**config.mk**
```make
export PLATFORM = sky130hd
export DESIGN_NAME = demux_l_cond
export DESIGN_NICKNAME = d
export VERILOG_FILES = /design/src/rtl/demux_l_cond.sv
export SDC_FILE = /design/constraint.sdc
export NUM_CORES = 1
export LEC_CHECK = 0
export ABC_AREA = 1
export CORE_MARGIN = 4
export CORE_UTILIZATION = 55
export CTS_CLUSTER_SIZE = 8
export DETAILED_ROUTE_END_ITERATION = 10
export PLACE_DENSITY = 0.8
export SYNTH_ARGS = -nofsm -noshare
export SYNTH_HDL_FRONTEND = slang
export SYNTH_SLANG_ARGS = --single-unit
```
**constraint.sdc**
```tcl
create_clock -name clk -period 3.3 [get_ports clk]
set_input_delay 0.495 -clock clk [delete_from_list [all_inputs] [get_ports clk]]
set_output_delay 0.495 -clock clk [all_outputs]
set_load 0.1 [all_outputs]
```
**src/rtl/demux_l_cond.sv**
```systemverilog
// demux_l_cond: splits the interleaved fast-clock byte stream back into lane 0
// (even phase) and lane 1 (odd phase). Both lanes are presented together once
// per two-cycle frame with a one-cycle frame_strobe. An alignment FSM locks the
// phase to ALIGN_CHAR so lane assignment does not depend on reset timing.
//
// A comma seen in the lane-1 slot while seeking slips the phase by one slot:
// the slot after the comma is phase 0 and the phase is then held at 0 for one
// more cycle, so the next comma arrives in the lane-0 slot. The frame that was
// in flight when the slip happened is discarded (no strobe, no load).
//
// Optional build macro DEMUX_PAIR_ERR_EN adds pair_err_cnt, a saturating count
// of loads made while locked in which exactly one lane was valid.
module demux_l_cond #(
  parameter int                    DATA_WIDTH = 8,
  parameter logic [DATA_WIDTH-1:0] ALIGN_CHAR = 8'hBC,
  parameter int                    LOCK_COUNT = 4
) (
  input  logic                  clk,
  input  logic                  reset,
  input  logic                  valid_in,
  input  logic [DATA_WIDTH-1:0] data_in,
  output logic                  valid_out0,
  output logic [DATA_WIDTH-1:0] data_out0,
  output logic                  valid_out1,
  output logic [DATA_WIDTH-1:0] data_out1,
  output logic                  frame_strobe,
  output logic                  locked
`ifdef DEMUX_PAIR_ERR_EN
  ,
  output logic [7:0]            pair_err_cnt
`endif
);

  localparam int LCW = $clog2(LOCK_COUNT + 1);

  localparam logic [0:0] ST_SEEK   = 1'b0;
  localparam logic [0:0] ST_LOCKED = 1'b1;

  // Saturating increment of the lock counter.
  function automatic logic [LCW-1:0] sat_inc_lock(input logic [LCW-1:0] v);
    return (v == LCW'(LOCK_COUNT)) ? v : v + 1'b1;
  endfunction

`ifdef DEMUX_PAIR_ERR_EN
  // Saturating increment of the 8-bit pair error counter.
  function automatic logic [7:0] sat_inc8(input logic [7:0] v);
    return (v == 8'hFF) ? v : v + 8'd1;
  endfunction
`endif

  logic                  phase_p0;
  logic                  slip_p0;
  logic [0:0]            state_p0;
  logic [LCW-1:0]        lock_cnt_p0;
  logic                  miss_p0;
  logic                  hold0_vld_p0;
  logic [DATA_WIDTH-1:0] hold0_dat_p0;
  logic                  hold1_vld_p0;
  logic [DATA_WIDTH-1:0] hold1_dat_p0;
  logic                  frame_vld_p1;

  logic                  comma;
  logic                  slip;
  logic                  good;
  logic                  miss;
  logic                  drop_lock;
  logic [LCW-1:0]        lock_cnt_nxt;

  assign comma        = valid_in && (data_in == ALIGN_CHAR);
  assign slip         = (state_p0 == ST_SEEK) && comma && phase_p0;
  assign good         = comma && !phase_p0;
  assign miss         = (state_p0 == ST_LOCKED) && comma && phase_p0;
  assign drop_lock    = miss && miss_p0;
  assign lock_cnt_nxt = sat_inc_lock(lock_cnt_p0);
  assign locked       = (state_p0 == ST_LOCKED);

  // Stage p0: phase tracking and slot capture into the per-lane hold registers.
  always_ff @(posedge clk) begin
    if (reset) begin
      phase_p0     <= 1'b0;
      slip_p0      <= 1'b0;
      hold0_vld_p0 <= 1'b0;
      hold0_dat_p0 <= '0;
      hold1_vld_p0 <= 1'b0;
      hold1_dat_p0 <= '0;
      frame_vld_p1 <= 1'b0;
    end else begin
      phase_p0     <= slip_p0 ? 1'b0 : ~phase_p0;
      slip_p0      <= slip;
      frame_vld_p1 <= phase_p0 && !slip;
      if (!phase_p0) begin
        hold0_vld_p0 <= valid_in;
        if (valid_in) hold0_dat_p0 <= data_in;
      end else begin
        hold1_vld_p0 <= valid_in;
        if (valid_in) hold1_dat_p0 <= data_in;
      end
    end
  end

  // Stage p1: load both lanes together once a complete frame is held.
  always_ff @(posedge clk) begin
    if (reset) begin
      frame_strobe <= 1'b0;
      valid_out0   <= 1'b0;
      data_out0    <= '0;
      valid_out1   <= 1'b0;
      data_out1    <= '0;
    end else begin
      frame_strobe <= frame_vld_p1;
      if (frame_vld_p1) begin
        valid_out0 <= hold0_vld_p0;
        valid_out1 <= hold1_vld_p0;
        if (hold0_vld_p0) data_out0 <= hold0_dat_p0;
        if (hold1_vld_p0) data_out1 <= hold1_dat_p0;
      end
    end
  end

  // Alignment FSM: count well-phased commas to lock, two misses to unlock.
  always_ff @(posedge clk) begin
    if (reset) begin
      state_p0    <= ST_SEEK;
      lock_cnt_p0 <= '0;
      miss_p0     <= 1'b0;
    end else begin
      case (state_p0)
        ST_SEEK: begin
          if (slip) begin
            lock_cnt_p0 <= '0;
          end else if (good) begin
            lock_cnt_p0 <= lock_cnt_nxt;
            miss_p0     <= 1'b0;
            if (lock_cnt_nxt == LCW'(LOCK_COUNT)) state_p0 <= ST_LOCKED;
          end
        end
        ST_LOCKED: begin
          if (drop_lock) begin
            state_p0    <= ST_SEEK;
            lock_cnt_p0 <= '0;
            miss_p0     <= 1'b0;
          end else if (miss) begin
            miss_p0 <= 1'b1;
          end else if (good) begin
            miss_p0 <= 1'b0;
          end
        end
        default: begin
          state_p0    <= ST_SEEK;
          lock_cnt_p0 <= '0;
          miss_p0     <= 1'b0;
        end
      endcase
    end
  end

`ifdef DEMUX_PAIR_ERR_EN
  // Count lopsided loads while locked; cleared when lock is lost.
  always_ff @(posedge clk) begin
    if (reset) begin
      pair_err_cnt <= 8'd0;
    end else if (drop_lock) begin
      pair_err_cnt <= 8'd0;
    end else if (frame_vld_p1 && locked && (hold0_vld_p0 != hold1_vld_p0)) begin
      pair_err_cnt <= sat_inc8(pair_err_cnt);
    end
  end
`endif

endmodule

```
# Word level (Yosys, flattened, before mapping)
# Cells that the tools add are included.
[op_classes] eq_ne=6 n_addsub=1 div=0 muxes=15 reduce_logical=16 shifts=0 n_lt_le_gt_ge=0 bitwise_logic=2 multipliers=0
[ops] operator="$mux 3" count=4
[ops] operator="$reduce_and 2->1" count=5
[ops] operator="$eq 8x8->1 const B" count=1
[ops] operator="$logic_and 1x1->1" count=8
[ops] operator="$mux 1" count=8
[ops] operator="$eq 3x3->1 const B" count=2
[ops] operator="$pmux 3 s2" count=1
[ops] operator="$pmux 1 s2" count=2
[ops] operator="$add 3x1->3 const B" count=1
[ops] operator="$ne 3x3->1 const B" count=1
[ops] operator="$logic_not 1->1" count=2
[ops] operator="$ne 2x1->1 const B" count=1
[ops] operator="$ne 2x2->1 const B" count=1
[ops] operator="$not 1->1" count=2
[ops] operator="$reduce_or 2->1" count=1
[totals] inputBits=11 word_cells=55 memories=0 mem_bits_ro=0 regBits=45 latch_bits=0 out_inout_bits=20 ram_bits=0

# Longest topological paths before layout
# Gate-level depths: netlist (run 1).
[logic_depth] word_depth=7 mapped_depth=10 depth_no_buf=10

# Worst setup path after synthesis (run 1)
# Ideal clock, no wire load.
[synth_timing] path_type="reg-to-reg" from="register state_p0 (netlist: locked)" to="register lock_cnt_p0[0]" required_time_ns=3.190 setup_ns=0.110 period_less_slack_ns=1.745 setup_slack_ns=1.555 t_arrival_ns=1.634 n_path_buf=0 stages_incl_launch_ff=6 cell_sequence="dfxtp_1 inv_1 o21ai_2 nand2_1 nand2_1 nor2_1"
[synth_between] elab_chain_cells=5 elab_cells_between_ends=11 classes_between="2 x eq/ne; 2 x mux; 1 x bitwise; 6 x reduce/logical"
[synth_rtl] element="start, declared" line="53" source="logic [0:0] state_p0;"
[synth_rtl] element="start signal, assigned" line="123" source="state_p0 <= ST_SEEK;"
[synth_rtl] element="start signal, assigned" line="134" source="if (lock_cnt_nxt == LCW'(LOCK_COUNT)) state_p0 <= ST_LOCKED;"
[synth_rtl] element="start signal, assigned" line="139" source="state_p0 <= ST_SEEK;"
[synth_rtl] element="$not 1->1 / $logic_and 1x1->1 (equally long branches)"
[synth_rtl] element="$logic_and 1x1->1, on equally long branches" line="70, 72"
[synth_rtl] element="$logic_and 1x1->1, on equally long branches" line="70, 73"
[synth_rtl] element="$mux 3, or another cell as far along" line="129" source="if (slip) begin"
[synth_rtl] element="$pmux 3 s2 / $reduce_and 2->1 (equally long branches)"
[synth_rtl] element="end signal, assigned" line="132" source="lock_cnt_p0 <= lock_cnt_nxt;"
[synth_rtl] element="end, declared" line="54" source="logic [LCW-1:0] lock_cnt_p0;"
# Several ways; a longest one is shown, not always the timed one.
# A chain may end at the register's enable or synchronous reset.

# Worst setup path after layout (run 1)
[layout_timing] from="register data_out1[6]" to="output port data_out1[6]"
[layout_rtl] element="start, declared" line="25" source="output logic [DATA_WIDTH-1:0] data_out1,"
[layout_rtl] element="start signal, assigned" line="115" source="if (hold1_vld_p0) data_out1 <= hold1_dat_p0;"
# No word-level cell between the ends.

==> metrics, run 1 <==
outcome finished clean; Antenna diodes 0; Worst EP required 2800 ps; Total GRT Usage 17.8%; count leader, synth nor2_1; net total in the final layout 274; initial antenna violation count 0; worst hold path depth 1; Yosys warning count 0; Hold Slack 397 ps; Cell Count Post-Placement 298; Synth top cells by count nor2_1 (68), dfxtp_1 (45), nand2_1 (32), o21ai_0 (30), inv_1 (17); fraction of layout cells with a size suffix above 1 6.11%; RSZ-0062 raised after global routing false; post-DP HPWL 2.36 mm; Boundary Pins 31; Top Usage Layer GRT met2; total grt overflow 0; H-tree Lvls 2; Final Hold Vio Count 0; Starting Density 56.9%; share of the yosys chip area belonging to registers 52.3%; ANT nets after route 0; RR Startpoint phase_p0$_SDFF_PP0_; peak per-stage delay on the critical path 1130 ps; MaxCap Viol Count 0; die height 64.0 µm; vias in the first global route 1,378; # DRC 0; fmax 0.429 GHz; critical path depth in cells 1; die span in x 64.0 µm; crit path max fanout 2; worst reg2reg setup slack 1990 ps; via count 1,495; Core ar. 0.00303 mm²; M2 GR Usage 30.8%; Post-Syn Instances 228; site row count 20; met3 Resource Use GR 6.85%; Storage cell area 901 µm²; syn_nets 241; Layout area overhead 23.7%; Post-synth EDFFs 0; DRT iter0 DRCs 41; CP Cell Sequence clkdlybuf4s50_1; startpoint types flop; Worst Hold End phase_p0$_SDFF_PP0_; PortBufs 30; Post-Syn Area 0.00172 mm²; skew final 4.92 ps; number of synthesized register bits 45; Crit path buffers/inverters 1; routed wire length 3.19 mm; synth top area cells dfxtp_1 (52%), nor2_1 (15%), o21ai_0 (8.7%); Inserted Clock Buffers 5; pwr/cell area 487 mW/mm²; Synth async-reset ratio 0%; Hold Startpoint slip_p0$_SDFF_PP0_; critical path class reg2out; R2R depth 5; Root Driver clkbuf_4; Hold-fix buffers, CTS 0; Final Non-Filler Cells 306; cell family with most CP delay buffers and inverters; final worst path period need 2330 ps; VDD IR-drop max 0.329 mV; cell taking the most area after synthesis dfxtp_1; Setup TNS Final 0 ps; FF-to-FF End hold0_dat_p0[5]$_SDFFE_PP0P_; most common flop cell mapped by yosys dfxtp_1; relative slew slack 35.2%; Yosys top cell area share 52.3%; Max Transition Viols Final 0; vias per cell 4.89; mean post-synth cell area 7.56 µm²; GPL Wtd Cong 0.864; Unique masters post-synth 18; postcts setup bufs 0; CP arrival 1840 ps; clk sink count 45; DIE AREA 0.00409 mm²; Worst-Margin Slew 968 ps; Clock Latency Late Sink 350 ps; WL/cell 10.4 µm; routing usage on met1 19.9%; final setup vio count 0; pin count of the biggest net entering global routing 37; Setup crit end kind primary output; first-pass GRT wire length 5.67 mm; P_leak 0.000894 µW; Crit-path slowest cell clkdlybuf4s50_1; DRT Pass-1 Iters 4; Multi-input gate area 724 µm²; Fill cells 257; post-CTS sizing 0; Reg clk slew, reported paths 120 ps; Max clock buf depth 2; part of the cycle the worst path needs 70.7%; CTS tree built; fin util 70.4%; Hold Crit Class reg2reg
==> state kept, by name, summed over array words and instances, names as in the netlist <==
name	count
miss_p0	1
slip_p0	1
data_out1	8
hold0_vld_p0	1
data_out0	8
frame_vld_p1	1
hold1_dat_p0	8
phase_p0	1
lock_cnt_p0	3
locked	1
valid_out1	1
frame_strobe	1
valid_out0	1
hold0_dat_p0	8
hold1_vld_p0	1
==> cells by family after synthesis <==
| logic type | Yosys count | synth area share [%] |
|---|---|---|
| adders and majority gates | 2 | 1.45 |
| AOI/OAI and AO/OA | 40 | 11.8 |
| buffers and inverters | 22 | 5.66 |
| DFF | 45 | 52.3 |
| and+or+nand+nor | 119 | 28.8 |
==> power by group <==
part	total, µW	switching [µW]	leakage (µW)	internal, µW
clock	344	163	0.0000455	181
combinational	119	81.8	0.000482	36.9
sequential	576	10.9	0.000367	565
==> metal layers <==
layer	part of all wire, %	up-vias
met5	0	-
met4	1.2	0
met3	6.1	4
met2	47	35
met1	45	669
li1	-	787
==> layout by cell type, fill, tap and decap left out, drive strengths merged <==
cell type and n:
buf 1, nor2 72, nand3b 1, o21ai 31
nor3 2, bufinv 1, nand2 34, inv 18
nand4 1, ha 2, dfxtp 45, nand3 9
clkdlybuf4s50 29, clkbuf 7, a21oi 9
==> worst max-delay path by stage <==
stage	start	to	slack [ps]
2_1_floorplan	locked$_SDFF_PP0_	lock_cnt_p0[0]$_SDFFE_PP0P_	1560
3_3_place_gp	reset	hold0_dat_p0[1]$_SDFFE_PP0P_	1190
3_5_place_dp	reset	slip_p0$_SDFF_PP0_	1130
4_1_cts	data_out0[7]$_SDFFE_PP0P_	data_out0[7]	950
5_1_grt	valid_out0$_SDFFE_PP0P_	valid_out0	880
6_report	data_out1[6]$_SDFFE_PP0P_	data_out1[6]	970
==> metrics by stage <==
step	power, µW	area, µm²	setup WS, ps
after CTS	1050	2130	953
after global routing	1090	2130	884
after detailed placement	707	2050	1130
after floorplan	672	1720	1560
final	1040	2130	968
after global placement	705	2050	1190
==> worst reg2reg max path, cell delays in order (launching register included) <==
cell	delay [ps]
dfxtp_1	460
inv_1	120
nand2_1	240
inv_1	210
nor2_1	120
nor2_1	60
==> final cells by class <==
type                    instances  share of cell area (%)
flip-flops and latches         45                    42.3
multi-input cells             161                    34.0
repair buffers                 30                    14.0
inverters                      18                    3.17
clock buffers                   7                    2.58
well taps                      44                    2.58
clock inverters                 1                    1.41
(Power assumes the default switching activity.)
==> inputs of run 2 (changes only) <==
--- a/config.mk
+++ b/config.mk
@@ -7,10 +7,10 @@
 export LEC_CHECK = 0
 export ABC_AREA = 1
 export CORE_MARGIN = 4
-export CORE_UTILIZATION = 55
+export CORE_UTILIZATION = 46
 export CTS_CLUSTER_SIZE = 8
 export DETAILED_ROUTE_END_ITERATION = 10
-export PLACE_DENSITY = 0.8
+export PLACE_DENSITY = 0.71
 export SYNTH_ARGS = -nofsm -noshare
 export SYNTH_HDL_FRONTEND = slang
 export SYNTH_SLANG_ARGS = --single-unit
==> constraint.sdc (replaced) <==
create_clock -name clk -period 1.9 [get_ports clk]
set_input_delay 0.285 -clock clk [delete_from_list [all_inputs] [get_ports clk]]
set_output_delay 0.285 -clock clk [all_outputs]
set_load 0.1 [all_outputs]
==> run 2 against run 1 <==
  * Cell area rose by 0.65%
  * Sequential cell count unchanged
  * Routed wire length up 3.3%
==> metrics, run 2 (same netlist as run 1, synthesis figures left out) <==
CP arrival 1550 ps; clk sink count 45; total grt overflow 0; Final Hold Vio Count 0; FF-to-FF End hold0_dat_p0[0]$_SDFFE_PP0P_; Crit path buffers/inverters 2; startpoint types input pin; worst reg2reg setup slack 590 ps; cell family with most CP delay buffers and inverters; Boundary Pins 31; Setup crit end kind flop; site row count 21; fin util 61.8%; WL/cell 10.6 µm; Inserted Clock Buffers 5; DIE AREA 0.00479 mm²; skew final 7.76 ps; fmax 0.736 GHz; vias in the first global route 1,272; post-CTS sizing 0; RR Startpoint phase_p0$_SDFF_PP0_; outcome finished clean; Worst Setup SP data_in[2]; part of the cycle the worst path needs 71.5%; Hold-fix buffers, CTS 0; crit path capture lock_cnt_p0[0]$_SDFFE_PP0P_; Starting Density 49.7%; post-DP HPWL 2.44 mm; Antenna diodes 0; pwr/cell area 846 mW/mm²; DRT iter0 DRCs 140; Worst-Margin Slew 329 ps; Clock Latency Late Sink 290 ps; critical path class in2reg; first-pass GRT wire length 5.55 mm; Final Non-Filler Cells 311; ANT nets after route 0; Worst EP required 2090 ps; Max clock buf depth 2; net total in the final layout 277; final setup vio count 0; P_leak 0.000960 µW; RSZ-0062 raised after global routing false; Layout area overhead 24.5%; CTS tree built; Setup TNS Final 0 ps; PortBufs 30; most common cell after layout, fill and taps aside nor2_1; fraction of layout cells with a size suffix above 1 14.7%; die span in x 69.2 µm; DRT Pass-1 Iters 4; R2R depth 5; # DRC 0; most used cell, CP nand2_1; GPL Wtd Cong 0.839; CP Cell Sequence clkdlybuf4s50_1 -> nand2_1 -> nor2_2 -> nand3_1 -> a21oi_1 -> nand2_1 -> inv_1 -> nor2_1; Reg clk slew, reported paths 80 ps; initial antenna violation count 0; Hold Crit Class reg2reg; final worst path period need 1360 ps; H-tree Lvls 2; critical path depth in cells 8; postcts setup bufs 0; pin count of the biggest net entering global routing 23; relative slew slack 78.1%; routed wire length 3.29 mm; Core ar. 0.00347 mm²; via count 1,490; crit path max fanout 3; MaxCap Viol Count 0; VDD IR-drop max 0.419 mV; Crit-path slowest cell clkdlybuf4s50_1; peak per-stage delay on the critical path 510 ps; most frequent cells in the layout nor2_1 (68), dfxtp_1 (45), nand2_1 (32), o21ai_0 (30), buf_4 (21); Total GRT Usage 14.4%; vias per cell 4.79; Root Driver clkbuf_8; Max Transition Viols Final 0; Cell Count Post-Placement 303; die height 69.2 µm
[run 2: worst min-delay path by stage]
stage,to,start,cells after the start
5_1_grt,phase_p0$_SDFF_PP0_,slip_p0$_SDFF_PP0_,1
2_1_floorplan,phase_p0$_SDFF_PP0_,slip_p0$_SDFF_PP0_,1
6_report,phase_p0$_SDFF_PP0_,slip_p0$_SDFF_PP0_,1
4_1_cts,phase_p0$_SDFF_PP0_,slip_p0$_SDFF_PP0_,1
3_3_place_gp,phase_p0$_SDFF_PP0_,slip_p0$_SDFF_PP0_,1
3_5_place_dp,phase_p0$_SDFF_PP0_,slip_p0$_SDFF_PP0_,1
[run 2: power breakdown]
group,switching [µW],internal [µW],leakage [µW]
registers,18.9,980,0.000367
logic,144,67.6,0.000542
clock network,309,295,0.0000512
total,472,1340,0.000960
[run 2: worst register-to-register path: cells and delay by family (launching register included)]
kind / cells / cell delay, ps
buffers and inverters: 2 / 330
AND/OR/NAND/NOR: 3 / 450
flip-flops: 1 / 440
[run 2: routing by layer]
metal  up-vias  wire [µm]  track usage, %
li1        790          -               -
met1       664       1630            18.7
met2        32       1430            21.2
met3         4        178            4.93
met4         0         52            6.72
met5         -          0               0
[run 2: cell type report]
class	instances	area, µm²
clock inverter	2	13.8
clock buffer	6	82.6
multi-input combinational	161	724
sequential	45	901
tap	46	57.6
inverter	18	67.6
fill	347	1320
timing repair buffer	33	298
[run 2: per-stage QoR]
step | cell area, µm² | power, µW | hold slack, ps | setup slack, ps
4_1_cts | 2140 | 1830 | 393 | 549
2_1_floorplan | 1720 | 1170 | 373 | 155
5_1_grt | 2140 | 1910 | 410 | 422
6_report | 2140 | 1810 | 389 | 541
3_3_place_gp | 2050 | 1230 | 376 | 235
3_5_place_dp | 2050 | 1230 | 382 | 246
